## config.mk

```make
export PLATFORM = sky130hd
export DESIGN_NAME = xpar_target
export DESIGN_NICKNAME = d
export VERILOG_FILES = /design/src/rtl/xpar_target.sv
export SDC_FILE = /design/constraint.sdc
export NUM_CORES = 1
export LEC_CHECK = 0
export ABC_CLOCK_PERIOD_IN_PS = 2300
export CORE_MARGIN = 2
export CORE_UTILIZATION = 40
export DETAILED_ROUTE_END_ITERATION = 8
export GPL_TIMING_DRIVEN = 0
export SKIP_CTS_REPAIR_TIMING = 1
export SLEW_MARGIN = 40
export SYNTH_ARGS = -nofsm -noshare
export SYNTH_HDL_FRONTEND = slang
export SYNTH_SLANG_ARGS = --single-unit
```

## constraint.sdc

```tcl
create_clock -name clk -period 2.3 [get_ports clk]
set_input_delay 0.23 -clock clk [delete_from_list [all_inputs] [get_ports clk]]
set_output_delay 0.23 -clock clk [all_outputs]
set_load 0.05 [all_outputs]
```

## src/rtl/xpar_target.sv

```systemverilog
// Responder for the xtop parallel bus: small register map bridging CPU accesses to TX/RX byte FIFOs.
// Optional macro XPAR_IRQ_EN adds the IEN register (address 4) and a registered irq output.
module xpar_target #(
  parameter int DATA_W    = 32,
  parameter int PADDR_W   = 8,
  parameter int STRM_W    = 8,
  parameter int FIFO_LOG2 = 3
) (
  input  logic               clk,
  input  logic               rst,
  input  logic [PADDR_W-1:0] par_addr,
  input  logic [DATA_W-1:0]  par_wdata,
  input  logic               par_we,
  input  logic               par_re,
  output logic [DATA_W-1:0]  par_rdata,
  output logic [STRM_W-1:0]  tx_data,
  output logic               tx_valid,
  input  logic               tx_ready,
  input  logic [STRM_W-1:0]  rx_data,
  input  logic               rx_valid,
  output logic               rx_ready
`ifdef XPAR_IRQ_EN
  ,
  output logic               irq
`endif
);

  localparam int DEPTH = 1 << FIFO_LOG2;
  localparam int CNT_W = FIFO_LOG2 + 1;

  localparam logic [2:0] A_STATUS = 3'd0;
  localparam logic [2:0] A_TXDATA = 3'd1;
  localparam logic [2:0] A_RXDATA = 3'd2;
  localparam logic [2:0] A_LEVEL  = 3'd3;
  localparam logic [2:0] A_IEN    = 3'd4;

  logic [2:0] addr;
  logic       wr_en, rd_en;

  logic [STRM_W-1:0]    tx_mem [DEPTH];
  logic [STRM_W-1:0]    rx_mem [DEPTH];
  logic [FIFO_LOG2-1:0] tx_wp, tx_rp, rx_wp, rx_rp;
  logic [CNT_W-1:0]     tx_cnt, rx_cnt;
  logic                 tx_full, tx_empty, rx_full, rx_empty;
  logic                 tx_push, tx_pop, rx_push, rx_pop;
  logic                 tx_ovf, rx_unf, tx_ovf_set, rx_unf_set;
  logic                 tx_ovf_clr, rx_unf_clr;
  logic [DATA_W-1:0]    status, level, rdata_sel;

  logic unused_bits;
  assign unused_bits = ^{par_addr[PADDR_W-1:3], par_wdata[DATA_W-1:STRM_W]};

  assign addr  = par_addr[2:0];
  assign wr_en = par_we;
  // a simultaneous write takes the cycle; the read returns 0 and has no side effects
  assign rd_en = par_re & ~par_we;

  assign tx_full  = (tx_cnt == CNT_W'(DEPTH));
  assign tx_empty = (tx_cnt == '0);
  assign rx_full  = (rx_cnt == CNT_W'(DEPTH));
  assign rx_empty = (rx_cnt == '0);

  assign tx_valid = ~tx_empty;
  assign tx_data  = tx_mem[tx_rp];
  assign rx_ready = rst & ~rx_full;

  assign tx_push    = wr_en & (addr == A_TXDATA) & ~tx_full;
  assign tx_ovf_set = wr_en & (addr == A_TXDATA) & tx_full;
  assign tx_pop     = tx_valid & tx_ready;
  assign rx_push    = rx_valid & rx_ready;
  assign rx_pop     = rd_en & (addr == A_RXDATA) & ~rx_empty;
  assign rx_unf_set = rd_en & (addr == A_RXDATA) & rx_empty;
  assign tx_ovf_clr = wr_en & (addr == A_STATUS) & par_wdata[4];
  assign rx_unf_clr = wr_en & (addr == A_STATUS) & par_wdata[5];

  always_ff @(posedge clk) begin
    if (tx_push) tx_mem[tx_wp] <= par_wdata[STRM_W-1:0];
    if (rx_push) rx_mem[rx_wp] <= rx_data;
  end

  always_ff @(posedge clk or negedge rst) begin
    if (!rst) begin
      tx_wp  <= '0;
      tx_rp  <= '0;
      tx_cnt <= '0;
      rx_wp  <= '0;
      rx_rp  <= '0;
      rx_cnt <= '0;
      tx_ovf <= 1'b0;
      rx_unf <= 1'b0;
    end else begin
      if (tx_push) tx_wp <= tx_wp + 1'b1;
      if (tx_pop)  tx_rp <= tx_rp + 1'b1;
      if (rx_push) rx_wp <= rx_wp + 1'b1;
      if (rx_pop)  rx_rp <= rx_rp + 1'b1;
      tx_cnt <= tx_cnt + CNT_W'(tx_push) - CNT_W'(tx_pop);
      rx_cnt <= rx_cnt + CNT_W'(rx_push) - CNT_W'(rx_pop);
      // a new error event in the clearing cycle keeps the flag set
      tx_ovf <= tx_ovf_set | (tx_ovf & ~tx_ovf_clr);
      rx_unf <= rx_unf_set | (rx_unf & ~rx_unf_clr);
    end
  end

`ifdef XPAR_IRQ_EN
  logic [2:0] ien;
  logic [2:0] irq_cond;

  assign irq_cond = {tx_ovf | rx_unf, tx_empty, ~rx_empty};

  always_ff @(posedge clk or negedge rst) begin
    if (!rst) begin
      ien <= '0;
      irq <= 1'b0;
    end else begin
      if (wr_en && addr == A_IEN) ien <= par_wdata[2:0];
      irq <= |(ien & irq_cond);
    end
  end
`endif

  always_comb begin
    status    = '0;
    status[0] = tx_full;
    status[1] = tx_empty;
    status[2] = rx_full;
    status[3] = rx_empty;
    status[4] = tx_ovf;
    status[5] = rx_unf;
    level       = '0;
    level[7:0]  = 8'(tx_cnt);
    level[15:8] = 8'(rx_cnt);
  end

  always_comb begin
    rdata_sel = '0;
    case (addr)
      A_STATUS: rdata_sel = status;
      A_RXDATA: rdata_sel = rx_empty ? '0 : DATA_W'(rx_mem[rx_rp]);
      A_LEVEL:  rdata_sel = level;
`ifdef XPAR_IRQ_EN
      A_IEN:    rdata_sel = DATA_W'(ien);
`endif
      default:  rdata_sel = '0;
    endcase
    par_rdata = rd_en ? rdata_sel : '0;
  end

endmodule
```

**After elaboration in Yosys (flattened, before gate mapping)**

Memory sizes are Yosys's and may differ from the RTL's.
Index checks and enable logic that the tools add are counted.

- Flip-flop bits (word level): 22
- RAM bits: 128
- Logic and storage cells: 57
- Memories: 2

Memory list:

| name | depth | width | rd ports | clocked after memory_dff | wr ports | RTL line | text |
|---|---|---|---|---|---|---|---|
| rx_mem | 8 | 8 | 1 | 0 | 1 | 41 | `logic [STRM_W-1:0] rx_mem [DEPTH];` |
| tx_mem | 8 | 8 | 1 | 0 | 1 | 40 | `logic [STRM_W-1:0] tx_mem [DEPTH];` |

- Add/subtract/negate cells: 8
- Equality and inequality tests: 5
- Muxes and demuxes: 7
- Bitwise logic cells: 24
- Reduce and logical (&&, ||, !) cells: 3

Operators with widths:

| cell | count |
|---|---|
| one-hot mux 12 bit (3 select lines) | 1 |
| two-way mux 32 bit | 1 |
| AND 1 bit | 15 |
| adder 3 x 1 -> 3 bit, second input constant | 4 |
| adder 4 x 1 -> 4 bit | 2 |
| equality test 4 bit, second input constant | 2 |
| logical NOT 4 bit | 2 |
| two-way mux 8 bit | 1 |
| subtractor 4 x 1 -> 4 bit | 2 |
| inverter 1 bit | 7 |
| equality test 3 x 2 -> 1 bit, second input constant | 2 |
| two-way mux 1 bit | 4 |
| equality test 3 x 1 -> 1 bit, second input constant | 1 |
| logical NOT 3 bit | 1 |
| OR 1 bit | 2 |

**Depth between registers and ports, before layout**

Gate-level depths: netlist (run 1).

- Depth after elaboration: 6
- Depth in mapped cells: 12
- Gate-level depth less buffers: 11

**Least setup slack after synthesis (run 1)**

No wires, ideal clock.

- Kind: register to register
- Start point: register tx_cnt[2]
- End point: register tx_cnt[2]
- Library setup time: 0.123 ns
- Arrival time: 2.430 ns
- Data required time: 2.177 ns
- Slack: -0.252 ns
- Cell stages (with the launch flop): 12
- Period minus slack after synthesis: 2.552 ns
- Cell sequence: dfrtp_1 -> inv_1 -> ha_1 -> or3b_2 -> nand2_1 -> inv_1 -> ha_1 -> inv_1 -> ha_1 -> inv_1 -> fa_1 -> xnor2_1

- Elaborated cells on any way between the ends: 8
- Those cells by class: add/sub (2); eq/ne (1); bitwise (4); reduce/logical (1)

RTL lines:

| element | RTL line | text |
|---|---|---|
| start: declaration | 43 | `logic [CNT_W-1:0] tx_cnt, rx_cnt;` |
| start signal: assignment | 96 | `tx_cnt <= tx_cnt + CNT_W'(tx_push) - CNT_W'(tx_pop);` |
| logical NOT 4 bit | 59 | `assign tx_empty = (tx_cnt == '0);` |
| inverter 1 bit | 63 | `assign tx_valid = ~tx_empty;` |
| via tx_valid | 17 | `output logic tx_valid,` |
| AND 1 bit | 69 | `assign tx_pop = tx_valid & tx_ready;` |
| via tx_pop | 45 | `logic tx_push, tx_pop, rx_push, rx_pop;` |
| subtractor 4 x 1 -> 4 bit | 96 |  |

The timed path passes the listed nets, and every way through them passes these cells.
A chain may end at the register's enable or synchronous reset.

**Worst setup path in the final report (run 1)**

- Start point: register rx_rp[0]
- End point: output par_rdata[0]

- Cells in the longest elaborated chain, start to end: 4

RTL lines:

| element | RTL line | text |
|---|---|---|
| start: declaration | 42 | `logic [FIFO_LOG2-1:0] tx_wp, tx_rp, rx_wp, rx_rp;` |
| start signal: assignment | 95 | `if (rx_pop) rx_rp <= rx_rp + 1'b1;` |
| memory (8 x 8 bit) | -- |  |
| two-way mux 8 bit | 138 | `A_RXDATA: rdata_sel = rx_empty ? '0 : DATA_W'(rx_mem[rx_rp]);` |
| one-hot mux 12 bit (3 select lines) | 136 | `case (addr)` |
| two-way mux 32 bit | 145 | `par_rdata = rd_en ? rdata_sel : '0;` |
| end: declaration | 15 | `output logic [DATA_W-1:0] par_rdata,` |

No other way between the ends.

==> flow_summary.ini, run 1 <==
[critical_path]
worst-setup-path-type = reg2out
critPathCaptureType = primary output
critPathLaunchType = register
worstPathRequired_ns = 2.07
worstPathArrival_ns = 2.16
worst-path-max-fanout = 6

[timing]
max_slew.worst_pin.slew_ns = 0.8268
setup_violations = 12
rsz0062_at_grt = true
hold_violations = 0
timing.final.ws_setup_ns = -0.08780
fmax_mhz = 418.8
fin_hold_ws_ns = 0.1801
slew_violations = 0
slew_headroom = 0.4488
skew_ns = 0.006683
fin_crit_sh = 1.038
tns_ns = -0.2676
min_period_ns = 2.388

[routing]
routed_wl_mm = 12.82
first_pass_iters = 4
routed.top_layer = met4
routed-wl-met2_mm = 6.621
ant_nets = 0
wl_per_cell_um = 17.98
vias = 3485
route.detailed.drc = 0
wl_met3_um = 434
drt_iter0_markers = 208
vias_per_cell = 4.888
wl_met1_mm = 5.544

[layout]
post-route-util = 0.5392
n_antenna_cell = 0
layout-drive-gt1-share = 0.4447
nFillCells = 1296
design_area_um2 = 8597
area.growth.synth_to_final_pct = 31.70
fin_nets = 556

[power_and_ir_drop]
power.internal_uw = 6920
sw_frac_of_total = 0.3240
seqPwrFrac = 0.351
p_clk_frac = 0.270
p_sw_uw = 3317
p_per_area_nw_per_um2 = 1191
p_comb_frac = 0.378
vdd_ir_drop_max_uv = 615.3
p_leak_uw = 0.003153

[clock_network]
clock-sinks = 150
clk_pin_slew_ns = 0.06
clk_path_buf_depth = 2
cts_tree = done
cts-root-buf = clkbuf_16
htreeDepth = 4
insertion_delay_ns = 0.42
numCtsBuffers = 17

[floorplanning]
die_y_um = 131.7
rows = 46
die_x_um = 131.7
dieArea_um2 = 17360
ios = 96
initial_core_util = 0.4094
core_region_area_um2 = 15940

[global_routing]
grt_first_pass_wirelength_mm = 19.29
antenna_found_initial = 0
grtUsageTotal = 0.1493
grt_max_degree = 28
grt_overflow_total = 0
grt_pass1_vias = 3398

[yosys]
postSynth.asyncResetShare = 0.1467
yosysTopAreaCell = edfxtp_1
synth_cell_types = 42
syn_avg_cell_area_um2 = 17.98
ys_dominant_reg_cell = edfxtp_1
yosysMostFrequentCell = edfxtp_1
synth_mux_area_frac = 0.1495
synth_xor_area_frac = 0.01610
synth_top_family_by_area = multiplexers
yosys.area.top_type_share = 0.5888
ys_seq_elements = 150
synth-edff-count = 128
syn_inst = 363
syn_area_um2 = 6528
yosysWarnings = 0
ys_top_cells_by_area = edfxtp_1, dfrtp_1, mux4_1
synth_compound_area_frac = 0.02339
synth_seq_area_share = 0.6732
yosys.area_share.simple = 0.05405
synthTopCellsByCount = edfxtp_1, dfrtp_1, buf_4, inv_1
synth_adder_area_share = 0.03680

[job]
drv_cap = 0

[placed_design]
dpl-instance-area_um2 = 7493
hpwl_mm = 8.510
place_congestion = 0.7702
io_buffer_count = 45

[min_path]
hold_path.class = in2reg

[outcome]
outcome = finished, violations left
violations = setup timing
==> stage by stage <==
stage	total power (µW)	worst slack (ns)	std cells
after floorplan	5780	-0.01803	382
after global placement	6513	-1.336	643
after detailed placement	6626	-0.7860	651
after CTS	9399	-1.011	683
after global routing	10740	-0.1488	713
final	10240	-0.08780	713
==> registers in the layout, indices dropped and copies added, names as in the netlist <==
register and count:
rx_cnt 4, tx_wp 3, tx_mem 64, tx_cnt 4, tx_rp 3, rx_unf 1, rx_rp 3, tx_ovf 1
rx_wp 3, rx_mem 64
==> per-layer routing <==
layer / GRT usage / up-vias
met5: 0 / -
met4: 0.05072 / 0
met2: 0.2504 / 64
li1: - / 1630
met3: 0.04537 / 17
met1: 0.1855 / 1774
==> final timing paths <==
path | startpoint | endpoint | slack [ns] | depth (start not counted)
worst max-delay path | rx_rp[0]$_DFFE_PN0P_ | par_rdata[0] | -0.09 | 6
worst min-delay path | par_addr[0] | tx_wp[2]$_DFFE_PN0P_ | 0.18 | 3
worst max register to register | tx_cnt[2]$_DFF_PN0_ | tx_cnt[1]$_DFF_PN0_ | 0.01 | 11
worst min register to register | rx_unf$_DFF_PN0_ | rx_unf$_DFF_PN0_ | 0.50 | 1
max in group asynchronous | rst | rx_rp[1]$_DFFE_PN0P_ | 1.74 | 3
min in group asynchronous | rst | rx_cnt[1]$_DFF_PN0_ | 0.41 | 3
==> cells in the final DEF, fill, tap and decap left out, types with 5 or more instances in the layout <==
master and count:
ha_4 7, conb_1 20, inv_6 5, nand2b_1 5
nand4_1 5, clkbuf_16 19, mux2_2 6, edfxtp_1 128
mux4_2 31, dfrtp_1 20, buf_2 6, xnor2_1 9
buf_4 53, buf_6 11, ha_1 8, inv_1 8
clkdlybuf4s50_1 22, dlymetal6s2s_1 5, buf_8 7, inv_2 9
nand2_1 6, mux2_4 6, nor2_2 9
==> cell families after synthesis <==
group,after synthesis
mux,50
fa+ha+maj,18
buf+inv,50
xor+xnor,12
other cells,1
simple gates,61
compound gates,21
flops,150
==> worst max-delay path, cell delays in order, from the launching register on <==
cell and delay [ns]:
dfrtp_1 0.38, buf_8 0.14, buf_12 0.12, mux4_2 0.52
mux2i_2 0.21, o22ai_1 0.13, buf_2 0.23
==> power by group through the flow <==
stage                     registers, µW  logic (µW)  clock network (µW)
final                              3600        3870                2760
after global routing               3640        4150                2940
after CTS                          3530        3050                2820
after detailed placement           3580        3050                   0
after global placement             3550        2960                   0
after floorplan                    3490        2290                   0
==> area by class of cell <==
class	count	area, µm²	area share
tap	216	270.3	0.03144
timing repair buffer	86	858.3	0.09984
inverter	17	63.81	0.007422
multi-input combinational	182	2162	0.2515
clock inverter	15	168.9	0.01965
buffer	30	251.5	0.02925
clock buffer	17	425.4	0.04948
sequential	150	4397	0.5114
No activity file was read; power rests on OpenSTA's default activity.
==> run 2, diff against run 1 <==
--- a/config.mk
+++ b/config.mk
@@ -5,7 +5,8 @@
 export SDC_FILE = /design/constraint.sdc
 export NUM_CORES = 1
 export LEC_CHECK = 0
-export ABC_CLOCK_PERIOD_IN_PS = 2300
+export ABC_CLOCK_PERIOD_IN_PS = 1900
+export CAP_MARGIN = 20
 export CORE_MARGIN = 2
 export CORE_UTILIZATION = 40
 export DETAILED_ROUTE_END_ITERATION = 8
==> constraint.sdc (replaced) <==
create_clock -name clk -period 1.9 [get_ports clk]
set_input_delay 0.19 -clock clk [delete_from_list [all_inputs] [get_ports clk]]
set_output_delay 0.19 -clock clk [all_outputs]
set_load 0.05 [all_outputs]
==> flow_summary.ini, run 2 (synthesis gave the netlist of run 1 again) <==
[layout]
final_common_cell = edfxtp_1
layout-drive-gt1-share = 0.4787
n_antenna_cell = 0
area.growth.synth_to_final_pct = 37.28
fin_nets = 575
nFillCells = 1255
design_area_um2 = 8961
post-route-util = 0.5621
top_regs = rx_mem (64), tx_mem (64)
final_cell_mix = edfxtp_1, buf_4, mux4_2
final_cells = 732

[timing]
max_slew.worst_pin.slew_ns = 0.8052
setup_violations = 73
slew_headroom = 0.4632
timing.final.ws_setup_ns = -0.4576
tns_ns = -9.788
hold_violations = 0
min_period_ns = 2.358
rsz0062_at_grt = true
slew_violations = 0
fin_crit_sh = 1.241
skew_ns = 0.008118
fmax_mhz = 424.2

[global_routing]
use_met2 = 0.2787
top_usage_layer = met2
grtUsageTotal = 0.1500
grt_pass1_vias = 3364
grt_max_degree = 28
antenna_found_initial = 0
grt_first_pass_wirelength_mm = 19.08
grt_overflow_total = 0
use_met1 = 0.1649
grt_use_met3 = 0.03845

[floorplanning]
die_x_um = 131.7
core_region_area_um2 = 15940
dieArea_um2 = 17360
die_y_um = 131.7
rows = 46
initial_core_util = 0.4094
ios = 96

[critical_path]
critPathCaptureType = primary output
worst-path-max-fanout = 5
worstPathArrival_ns = 2.17
worstPathRequired_ns = 1.71
worst-setup-path-type = reg2out
critPathLaunchType = register

[clock_network]
clk_pin_slew_ns = 0.06
insertion_delay_ns = 0.42
numCtsBuffers = 17
cts_tree = done
cts-root-buf = clkbuf_16
clock-sinks = 150
htreeDepth = 4
clk_path_buf_depth = 2

[power_and_ir_drop]
p_leak_uw = 0.003226
vdd_ir_drop_max_uv = 764.1
power_uw = 12490
p_per_area_nw_per_um2 = 1394

[outcome]
outcome = finished, violations left
violations = setup timing

[routing]
first_pass_iters = 4
vias = 3633
drt_iter0_markers = 154
vias_per_cell = 4.963
ant_nets = 0
wl_per_cell_um = 18.92
route.detailed.drc = 0
routed_wl_mm = 13.85

[placed_design]
numPlacedInstances = 643
io_buffer_count = 45
hpwl_mm = 8.186
place_congestion = 0.7072
dpl-instance-area_um2 = 7538

[job]
drv_cap = 0

[min_path]
hold_path.class = in2reg
[run 2: cell count changes in the layout (fill, tap and decap cells not counted), moves of 4 or more]
cell,delta
buf_12,+14
buf_2,-4
nor3_2,-4
nor2_4,+8
dlymetal6s2s_1,-5
nor2_2,-9
clkbuf_2,+5
buf_6,+6
buf_4,+4
nor3_4,+4
[run 2: routing by layer]
metal | share of wire | wire length, µm
met3 | 0.031 | 432
met1 | 0.41 | 5695
met2 | 0.55 | 7564
met5 | 0 | 0
met4 | 0.011 | 153
[run 2: area by class of cell]
cell class	count	area [µm²]	area share
Sequential cell	150	4398	0.4908
Inverter	17	66.31	0.007400
Multi-Input combinational cell	182	2231	0.2490
Clock buffer	18	429.2	0.04789
Clock inverter	14	122.6	0.01368
Tap cell	216	270.3	0.03016
Buffer	30	252.7	0.02820
Timing Repair Buffer	105	1191	0.1329
[run 2: metrics by stage]
| stage | hold WS (ns) | setup WS, ns |
|---|---|---|
| 2_1_floorplan | -0.1056 | -0.3889 |
| 3_3_place_gp | 0.5026 | -1.355 |
| 3_5_place_dp | 0.2475 | -1.126 |
| 4_1_cts | -0.2080 | -1.302 |
| 5_1_grt | 0.2085 | -0.5163 |
| 6_report | 0.1798 | -0.4576 |
[run 2: worst paths after layout]
kind,startpoint,endpoint,slack (ns),depth (start not counted)
worst max register to register,rx_cnt[3]$_DFF_PN0_,rx_cnt[1]$_DFF_PN0_,-0.41,11
worst max-delay path,rx_rp[0]$_DFFE_PN0P_,par_rdata[3],-0.46,6
worst min register to register,rx_unf$_DFF_PN0_,rx_unf$_DFF_PN0_,0.52,1
max in group asynchronous,rst,rx_rp[1]$_DFFE_PN0P_,1.38,3
min in group asynchronous,rst,rx_cnt[1]$_DFF_PN0_,0.35,3
worst min-delay path,par_addr[0],tx_wp[2]$_DFFE_PN0P_,0.18,3
[run 2: worst max-delay path, cell delays in order, from the launching register on]
cell and delay [ns]:
dfrtp_2 0.43, buf_8 0.15, buf_12 0.13, mux4_2 0.52, mux2i_4 0.19, o22ai_1 0.13, buf_4 0.21
[run 2: power breakdown]
part / switching (µW) / internal [µW] / leakage, µW
combinational: 2340 / 2640 / 0.00155
clock: 1390 / 1710 / 0.000262
sequential: 463 / 3950 / 0.00141
